### config.mk
export PLATFORM = sky130hd
export DESIGN_NAME = instr_prefetch_buffer
export DESIGN_NICKNAME = d
export VERILOG_FILES = /design/src/rtl/instr_prefetch_buffer_pkg.sv /design/src/rtl/instr_prefetch_buffer_fifo.sv /design/src/rtl/instr_prefetch_buffer.sv
export SDC_FILE = /design/constraint.sdc
export NUM_CORES = 1
export LEC_CHECK = 0
export CAP_MARGIN = 20
export CORE_UTILIZATION = 45
export CTS_CLUSTER_DIAMETER = 150
export CTS_CLUSTER_SIZE = 16
export DETAILED_ROUTE_END_ITERATION = 7
export GPL_TIMING_DRIVEN = 0
export PLACE_DENSITY = 0.71
export SYNTH_ARGS = -nofsm -noshare
export SYNTH_HDL_FRONTEND = slang
export SYNTH_SLANG_ARGS = --single-unit
### constraint.sdc
create_clock -name i_clk -period 3.65 [get_ports i_clk]
set_clock_uncertainty 0.2 [all_clocks]
set_input_delay 0.73 -clock i_clk [delete_from_list [all_inputs] [get_ports i_clk]]
set_output_delay 0.73 -clock i_clk [all_outputs]
set_load 0.02 [all_outputs]
### src/rtl/instr_prefetch_buffer_pkg.sv
// Shared constants for the instruction prefetch buffer and its FIFO.
package instr_prefetch_buffer_pkg;
  localparam logic [31:0] NOP_INSTR        = 32'h0000_0013;
  localparam logic [31:0] RESET_PC_DEFAULT = 32'h0000_0000;
  localparam int unsigned PC_INC           = 4;
endpackage

### src/rtl/instr_prefetch_buffer_fifo.sv
// Synchronous FIFO with clear; depth need not be a power of two so the
// same block serves as the instruction buffer and the in-order PC tag queue.
module instr_fifo #(
  parameter int unsigned DW    = 64,
  parameter int unsigned DEPTH = 4,
  localparam int unsigned PW   = (DEPTH > 1) ? $clog2(DEPTH) : 1,
  localparam int unsigned CW   = $clog2(DEPTH + 1)
) (
  input  logic          clk_i,
  input  logic          rst_i,
  input  logic          clr_i,
  input  logic          push_i,
  input  logic [DW-1:0] data_i,
  input  logic          pop_i,
  output logic [DW-1:0] data_o,
  output logic          full_o,
  output logic          empty_o,
  output logic [CW-1:0] count_o
);
  logic [DW-1:0] mem_q [DEPTH];
  logic [PW-1:0] wptr_q, wptr_d, rptr_q, rptr_d;
  logic [CW-1:0] count_q, count_d;
  logic          do_push, do_pop;

  function automatic logic [PW-1:0] ptr_inc(input logic [PW-1:0] p);
    return (p == PW'(DEPTH - 1)) ? '0 : p + PW'(1);
  endfunction

  assign full_o  = (count_q == CW'(DEPTH));
  assign empty_o = (count_q == '0);
  assign count_o = count_q;
  assign data_o  = mem_q[rptr_q];

  // A push into a full FIFO is accepted only when a pop frees the slot.
  assign do_push = push_i & (~full_o | pop_i);
  assign do_pop  = pop_i & ~empty_o;

  always_comb begin
    wptr_d  = wptr_q;
    rptr_d  = rptr_q;
    count_d = count_q;
    if (do_push) wptr_d = ptr_inc(wptr_q);
    if (do_pop)  rptr_d = ptr_inc(rptr_q);
    if (do_push && !do_pop)      count_d = count_q + CW'(1);
    else if (do_pop && !do_push) count_d = count_q - CW'(1);
  end

  always_ff @(posedge clk_i) begin
    if (rst_i || clr_i) begin
      wptr_q  <= '0;
      rptr_q  <= '0;
      count_q <= '0;
    end else begin
      wptr_q  <= wptr_d;
      rptr_q  <= rptr_d;
      count_q <= count_d;
    end
  end

  always_ff @(posedge clk_i) begin
    if (do_push && !clr_i) mem_q[wptr_q] <= data_i;
  end
endmodule

### src/rtl/instr_prefetch_buffer.sv
// Sequential instruction prefetcher: issues word fetches ahead of the core,
// buffers {pc, instr} pairs and flushes/restarts on execute-stage redirects.
module instr_prefetch_buffer
  import instr_prefetch_buffer_pkg::*;
#(
  parameter int unsigned       WIDTH     = 32,
  parameter int unsigned       ADDR_W    = 32,
  parameter int unsigned       DEPTH     = 4,
  parameter int unsigned       MAX_OUTST = 2,
  parameter logic [ADDR_W-1:0] RESET_PC  = ADDR_W'(RESET_PC_DEFAULT)
) (
  input  logic              i_clk,
  input  logic              i_rst,
  output logic              o_bus_req,
  output logic [ADDR_W-1:0] o_bus_addr,
  input  logic              i_bus_gnt,
  input  logic              i_bus_rvalid,
  input  logic [WIDTH-1:0]  i_bus_rdata,
  output logic              o_valid,
  output logic [WIDTH-1:0]  o_instr,
  output logic [ADDR_W-1:0] o_pc,
  input  logic              i_ready,
  input  logic              i_redirect,
  input  logic [ADDR_W-1:0] i_redirect_pc
);
  localparam int unsigned CW = $clog2(DEPTH + 1);
  localparam int unsigned OW = $clog2(MAX_OUTST + 1);

  logic                    run_q;
  logic [ADDR_W-1:0]       fpc_q, fpc_d;
  logic [OW-1:0]           discard_q, discard_d;

  logic [ADDR_W+WIDTH-1:0] buf_rdata;
  logic                    buf_full, buf_empty, buf_push, buf_pop;
  logic [CW-1:0]           buf_count;

  logic [ADDR_W-1:0]       tag_pc;
  logic                    tag_full, tag_empty, tag_pop;
  logic [OW-1:0]           outst;
  logic                    bus_hs;

  // Request depends only on registered state, so it cannot glitch off while
  // waiting for a grant: responses move slots from outst to count, never freeing any.
  assign o_bus_req  = run_q & ~tag_full & ((32'(buf_count) + 32'(outst)) < DEPTH);
  assign o_bus_addr = fpc_q;
  assign bus_hs     = o_bus_req & i_bus_gnt;

  assign tag_pop  = i_bus_rvalid & ~tag_empty;
  assign buf_push = i_bus_rvalid & ~i_redirect & (discard_q == '0);
  assign buf_pop  = o_valid & i_ready & ~i_redirect;

  assign o_valid = ~buf_empty;
  assign o_instr = buf_empty ? WIDTH'(NOP_INSTR) : buf_rdata[WIDTH-1:0];
  assign o_pc    = buf_empty ? fpc_q : buf_rdata[ADDR_W+WIDTH-1:WIDTH];

  instr_fifo #(.DW(ADDR_W + WIDTH), .DEPTH(DEPTH)) u_buf (
    .clk_i   (i_clk),
    .rst_i   (i_rst),
    .clr_i   (i_redirect),
    .push_i  (buf_push),
    .data_i  ({tag_pc, i_bus_rdata}),
    .pop_i   (buf_pop),
    .data_o  (buf_rdata),
    .full_o  (buf_full),
    .empty_o (buf_empty),
    .count_o (buf_count)
  );

  instr_fifo #(.DW(ADDR_W), .DEPTH(MAX_OUTST)) u_tags (
    .clk_i   (i_clk),
    .rst_i   (i_rst),
    .clr_i   (1'b0),
    .push_i  (bus_hs),
    .data_i  (fpc_q),
    .pop_i   (tag_pop),
    .data_o  (tag_pc),
    .full_o  (tag_full),
    .empty_o (tag_empty),
    .count_o (outst)
  );

  always_comb begin
    fpc_d     = fpc_q;
    discard_d = discard_q;
    if (i_redirect) begin
      fpc_d     = {i_redirect_pc[ADDR_W-1:2], 2'b00};
      // Everything still in flight after this edge belongs to the old path.
      discard_d = outst + OW'(bus_hs) - OW'(tag_pop);
    end else begin
      if (bus_hs) fpc_d = fpc_q + ADDR_W'(PC_INC);
      if (i_bus_rvalid && discard_q != '0) discard_d = discard_q - OW'(1);
    end
  end

  always_ff @(posedge i_clk) begin
    if (i_rst) begin
      run_q     <= 1'b0;
      fpc_q     <= RESET_PC;
      discard_q <= '0;
    end else begin
      run_q     <= 1'b1;
      fpc_q     <= fpc_d;
      discard_q <= discard_d;
    end
  end

  // buf_full only matters inside the FIFO's own push guard.
  logic unused_full;
  assign unused_full = buf_full;
endmodule

======== Yosys cells after proc, flatten, opt, wreduce, memory -nomap -nowiden ========
Memories as Yosys holds them, arrays and structs flattened. A register that Yosys moved wholly into a read port is not among the register bits.
Cells that the tools add are included.
word-level totals
  input bits .............................. 70
  bits in writable memories ............... 320
  flip-flop bits (word level) ............. 46
  memories kept ........................... 2
  output and inout port bits .............. 98
operators by class
  mux-type cells .......................... 23
  reductions and logical operators ........ 21
  bitwise logic cells ..................... 19
  add/sub/neg operators ................... 13
  equal/unequal tests ..................... 4
  magnitude comparators ................... 1
memory list
  name          depth  bits a word  read ports  clocked after memory_dff  wr ports  line                              text
  u_buf.mem_q   4      64           1           1                         1         instr_prefetch_buffer_fifo.sv:20  logic [DW-1:0] mem_q [DEPTH];
  u_tags.mem_q  2      32           1           1                         1         instr_prefetch_buffer_fifo.sv:20
operators by type and width
  cell                                                                  count
  32-bit two-way mux                                                    4
  32-bit by 3-bit adder with 32-bit output, second input constant       1
  2-bit two-way mux                                                     8
  1-bit bitwise AND                                                     12
  2-bit nonzero test                                                    5
  1-bit two-way mux                                                     9
  2-bit by 1-bit adder with 2-bit output, second input constant         3
  2-bit equality test, second input constant                            3
  1-bit logical AND                                                     6
  3-bit two-way mux                                                     2
  1-bit zero test                                                       5
  1-bit inverter                                                        5
  3-bit by 2-bit adder with 4-bit output                                1
  2-bit zero test                                                       2
  4-bit by 3-bit < comparator with 1-bit output, second input constant  1
  2-bit by 1-bit subtractor with 2-bit output, second input constant    2
  3-bit by 1-bit adder with 3-bit output, second input constant         1
  3-bit equality test, second input constant                            1
  3-bit zero test                                                       1
  3-bit by 1-bit subtractor with 3-bit output, second input constant    1
  1-bit adder, second input constant                                    2
  2-bit by 1-bit adder with 2-bit output                                1
  1-bit OR                                                              2
  2-bit OR reduction                                                    1
  2 further kinds                                                       2

======== Longest topological paths before layout ========
  depth after elaboration ................. 10
  gate-level depth with buffers ........... 11
  depth with buffers taken out ............ 10

======== By module ========
From an unflattened synthesis, not the netlist that was laid out.
second synthesis, totals
  cell total of the unflattened synthesis .. 817
  area, all modules ....................... 14838.0 um^2
modules (own cells, without submodules)
  module                 times used  cells an instance  area an instance (um^2)  seq. area each (um^2)
  instr_fifo (u_buf)     1           386                9795.6                   7867.5
  instr_fifo (u_tags)    1           127                2542.4                   2021.9
  instr_prefetch_buffer  1           304                2499.9                   660.6

======== Worst setup path before layout ========
OpenSTA, ideal clock, no wires.
  path kind ............................... input to register
  start ................................... input port i_redirect
  end ..................................... memory u_buf.mem_q[1][0], enable pin
  buffers on the path ..................... 2
  data required time ...................... 3024 ps
  stages .................................. 4
  arrival ................................. 3159 ps
  path slack .............................. -136 ps
  library setup time ...................... 426 ps
  cells stage by stage .................... clkbuf_1 > clkbuf_1 > nor3_1 > and2_1
between the ends
  longest elaborated chain between the ends .. 7
  elaborated cells on any way between the ends .. 10
  those cells by class .................... mux: 2; bitwise: 6; reduce/logical: 2
ends and longest elaborated chain
  item                                                  line                                                           text
  start: declaration                                    instr_prefetch_buffer.sv:23                                    input logic i_redirect,
  1-bit inverter *                                      instr_prefetch_buffer.sv:49, instr_prefetch_buffer.sv:50
  1-bit bitwise AND, on equally long branches           instr_prefetch_buffer.sv:49, instr_prefetch_buffer.sv:50
  1-bit bitwise AND / 1-bit OR (equally long branches)  instr_prefetch_buffer.sv:49, instr_prefetch_buffer_fifo.sv:35
  1-bit bitwise AND *                                   instr_prefetch_buffer_fifo.sv:35                               assign do_push = push_i & (~full_o | pop_i);
  via u_buf.do_push                                     instr_prefetch_buffer_fifo.sv:23                               logic do_push, do_pop;
  1-bit logical AND *                                   instr_prefetch_buffer_fifo.sv:61                               if (do_push && !clr_i) mem_q[wptr_q] <= data_i;
  1-bit two-way mux *                                   instr_prefetch_buffer_fifo.sv:61
  1-bit two-way mux (not written as such) *             instr_prefetch_buffer_fifo.sv:61
  end: declaration                                      instr_prefetch_buffer_fifo.sv:20
The timed path passes the listed nets; every way through them passes the cells marked *.

======== Worst setup path after layout ========
  start ................................... register u_buf.count_q[1], in the netlist u_buf.count_o[1]
  end ..................................... output port o_pc[3]
between the ends
  longest elaborated chain between the ends .. 2
ends and longest elaborated chain
  item                      line                              text
  start: declaration        instr_prefetch_buffer_fifo.sv:22  logic [CW-1:0] count_q, count_d;
  start signal: assignment  instr_prefetch_buffer_fifo.sv:56  count_q <= count_d;
  3-bit zero test           instr_prefetch_buffer_fifo.sv:30  assign empty_o = (count_q == '0);
  32-bit two-way mux        instr_prefetch_buffer.sv:54       assign o_pc = buf_empty ? fpc_q : buf_rdata[ADDR_W+WIDTH-1:WIDTH];
  end: declaration          instr_prefetch_buffer.sv:21       output logic [ADDR_W-1:0] o_pc,
Every way passes these cells.

==> implementation parameters <==
Parameter                              Value

STA
  Final slew viol count    0
  Finish-stage setup viols    0
  Relative slew slack    0.280
  Post-route minimum period    around 3.5 ns
  Worst-margin pin slew    between 1 and 1.5 ns
  Final critical-path share of the clock period    0.969
  Final count of hold timing violations    0
  Setup repair after global routing missed its margin    false
  Maximum clock rate    roughly 0.28 GHz

Global routing
  Maximum number of pins on one net before global-route repair    just over 50
  Number of antenna violations at the first check in global routing    0
  GRT Overall Usage    0.200
  Global-route wire length before repair    approximately 50000 µm
  Vias in the first global route    around 8.6k
  Gr ovfl total    0

Critical path
  Minimum setup slack among reg-to-reg paths    about 0.65 ns
  Library cell contributing the largest single delay on the critical path    sky130_fd_sc_hd__clkdlybuf4s50_1
  Required time at the endpoint of the critical path    approximately 2.7 ns
  Setup crit start kind    register
  Buffering stage count on the worst path with inverters included    6
  Start point of the critical path    u_buf.count_o[1]
  Biggest fanout along the worst timing path    10
  WS Path Type    reg2out
  Crit-path max cell delay    ~0.55 ns
  Depth of the most critical reg-to-reg path    10
  Data arrival time of the critical path    2.61 ns
  Critical-path cell list    nor3_4, buf_4, clkinvlp_4, buf_4, buf_4, clkbuf_4, nand2_1, nand2_1, clkdlybuf4s50_1
  Crit path max-delay family    buffers and inverters
  Critical Path Most Common Cell    sky130_fd_sc_hd__buf_4
  Reg-to-reg critical path startpoint    discard_q[0]
  Worst reg2reg endpoint    u_buf.count_o[2]
  Nature of the critical path endpoint    primary output

Hold path
  Worst hold path endpoint    u_tags.rptr_q
  Hold Path Origin    u_tags.rptr_q
  Min-Delay Path Depth    2
  Hold Crit Class    reg2reg

Clocking
  CTS tree    yes
  Cell chosen for the clock root    sky130_fd_sc_hd__clkbuf_16
  Total CTS buffers    26
  Clock transition time at the flip-flop clock pins of the worst setup and hold paths    ~0.07 ns
  Maximum level of the CTS H-tree    1
  Number of sinks driven by the clock tree    355
  Clock tree buffer depth    3
  Cts-stage hold buffer count    0
  Source-to-sink clock delay at the later pin of the worst-skew pair    roughly 0.54 ns

Synth
  Fraction of synthesized cell area in xor and xnor cells    0.00720
  Mean post-synth cell area    between 15 and 20 µm²
  Number of storage elements in the synthesis netlist    roughly 360
  Primary flip-flop cell chosen by synthesis mapping    sky130_fd_sc_hd__edfxtp_1
  Async set or reset register ratio after synthesis    0
  Compound-gate portion of the synthesized area    0.0360
  Number of distinct standard cells referenced by the synthesized netlist    53
  Post-synthesis mux area share    0.122
  Sequential-to-total area share from yosys stat    0.698
  Post-synthesis instance total    between 900 and 1k
  Simple logic cell fraction of the synthesized area    0.103
  Synth Area in Adders    0.0117
  Number of enable-type register cells in the synthesized netlist    about 300
  Dominant combinational cell family by area after synthesis    multiplexers
  Post-synth design cell area    roughly 15000 µm²
  Synthesis Warnings    0

Power
  Total power draw    about 9.7 mW
  Leak Pwr    approximately 6 nW
  PwrDens    between 500 and 600 nW/µm²
  Maximum VDD drop    368 µV

Drt
  Vias post-DR    ~8.7k
  DRC errors left    0
  Average wire per standard cell    21.6 µm
  First-iteration detailed-routing DRC count    ~670
  Routed WL    roughly 33000 µm
  Count of antenna-violating nets left after detailed routing    0
  Average vias per placed instance    between 5 and 6
  Router iterations before antenna repair    5

Die
  Chip Width    ~180 µm
  Count of standard-cell rows    65
  I/O Pins    between 150 and 200
  Vertical die dimension    around 180 µm
  Die area    around 33000 µm²
  Placeable core region    between 30000 and 40000 µm²
  Starting density of the core    0.460

Layout
  Total Nets Final    1195
  Commonest non-fill, non-tap cell in the layout    sky130_fd_sc_hd__edfxtp_1
  Layout Cell Area excl Fill    around 18000 µm²
  Share of the core filled with cells    0.559
  Most frequent cells in the layout    sky130_fd_sc_hd__edfxtp_1, sky130_fd_sc_hd__clkdlybuf4s50_1, sky130_fd_sc_hd__nand2_1, sky130_fd_sc_hd__mux4_2, sky130_fd_sc_hd__clkbuf_1
  Relative area change from synthesis to final layout    21.5%
  Diode insertion count for antenna repair    0
  Fraction of layout instances using a drive strength above 1    0.159

Status
  Result of the run    completed

Place
  Final estimated routing congestion in global placement    between 0.9 and 1
  Area post-placement    between 15000 and 20000 µm²
  HPWL reported at the end of detailed placement    between 20000 and 25000 µm
  Count of buffers from port buffering    approximately 160

Flow run
  Max_cap viols    0
## cell usage after synthesis, types with 5 or more instances
cell type,n,share of area
sky130_fd_sc_hd__edfxtp_1,308,0.63
sky130_fd_sc_hd__nand2_1,106,0.027
sky130_fd_sc_hd__mux4_2,62,0.096
sky130_fd_sc_hd__dfxtp_1,47,0.064
sky130_fd_sc_hd__clkbuf_1,41,0.011
sky130_fd_sc_hd__and2_1,37,0.016
sky130_fd_sc_hd__mux2_2,31,0.024
sky130_fd_sc_hd__nor2_1,28,0.0072
sky130_fd_sc_hd__nand3_1,24,0.0082
sky130_fd_sc_hd__inv_1,18,0.0046
sky130_fd_sc_hd__o21ai_0,17,0.0058
sky130_fd_sc_hd__nor3_1,13,0.0045
sky130_fd_sc_hd__ha_1,12,0.010
sky130_fd_sc_hd__or3_1,12,0.0051
sky130_fd_sc_hd__a311oi_1,11,0.0066
sky130_fd_sc_hd__nand4_1,11,0.0047
sky130_fd_sc_hd__and4_1,10,0.0060
sky130_fd_sc_hd__and3_1,9,0.0039
sky130_fd_sc_hd__o31ai_1,9,0.0046
sky130_fd_sc_hd__a21oi_1,8,0.0027
sky130_fd_sc_hd__or4_1,8,0.0041
sky130_fd_sc_hd__a211oi_1,7,0.0036
sky130_fd_sc_hd__buf_2,7,0.0024
sky130_fd_sc_hd__nor4_1,7,0.0030
sky130_fd_sc_hd__xor2_1,7,0.0042
sky130_fd_sc_hd__a32oi_1,5,0.0030
sky130_fd_sc_hd__nor2b_1,5,0.0021
sky130_fd_sc_hd__or2_2,5,0.0021
sky130_fd_sc_hd__xnor2_1,5,0.0030
## what timing repair did
action | in CTS | in global routing
hold endpoints to repair | 0 | 0
setup endpoints to repair | 64 | 23
pin swaps | 1 | 0
gates resized for setup | 28 | 8
buffers inserted | 7 | 0
## registers in the layout (all words and copies together), names as in the netlist, 2 cells and up, named ones only
| signal | cells |
|---|---|
| u_tags.mem_q | 60 |
| u_tags.count_o | 2 |
| u_buf.count_o | 3 |
| o_bus_addr | 30 |
| discard_q | 2 |
| u_buf.mem_q | 248 |
| u_buf.rptr_q | 2 |
| u_buf.wptr_q | 2 |
## where the power goes
group	switching (mW)	internal, mW	total [mW]
registers	0.144	4.80	4.95
clock network	1.32	1.40	2.71
logic	1.11	0.904	2.02
## how the worst max path moves through the flow
stage	to	slack, ns	cells past startpoint
floorplan	u_tags.mem_q[0][10]	0.50	3
global placement	u_tags.mem_q[0][21]	-1.26	4
detailed placement	o_pc[14]	-0.39	6
CTS	o_pc[14]	0.02	7
global route	o_pc[16]	0.01	9
finish	o_pc[3]	0.11	9
## worst min-delay path: stages (launching register included)
cell,delay [ns]
sky130_fd_sc_hd__dfxtp_1,0.33
sky130_fd_sc_hd__xor2_1,0.08
sky130_fd_sc_hd__nor2_1,0.07
## through the flow
stage	setup WS, ns	hold WS, ns	std cells	setup TNS [ns]
after floorplan	0.500	0.254	918	0
after global placement	-1.26	0.272	1479	-202.73
after detailed placement	-0.389	0.295	1484	-10.54
after CTS	0.0178	0.306	1535	0
after global routing	0.00976	0.336	1534	0
final	0.112	0.314	1534	0
## layout make-up
class,count,area [µm²]
well taps,402,503
flip-flops and latches,355,10200
plain buffers,51,263
clock buffers,47,751
repair buffers,171,1790
clock inverters,1,16.3
fillers,2539,14000
inverters,18,71.3
multi-input cells,489,4130
## routing by layer
layer	global-route usage	routed length (µm)	share of wire
met5	0	0	0
met4	0.0618	984	0.030
met3	0.0291	2170	0.065
met2	0.326	15900	0.48
met1	0.280	14100	0.43
## kinds of logic after synthesis
logic type               count (synthesis)
adder cells (fa/ha/maj)                 13
XOR/XNOR                                12
multiplexers                            97
buffers and inverters                   74
other                                    1
flip-flops                             355
AND/OR/NAND/NOR                        289
AO/OA/AOI/OAI                           74
Note: power is estimated with default switching activity, not from simulation.
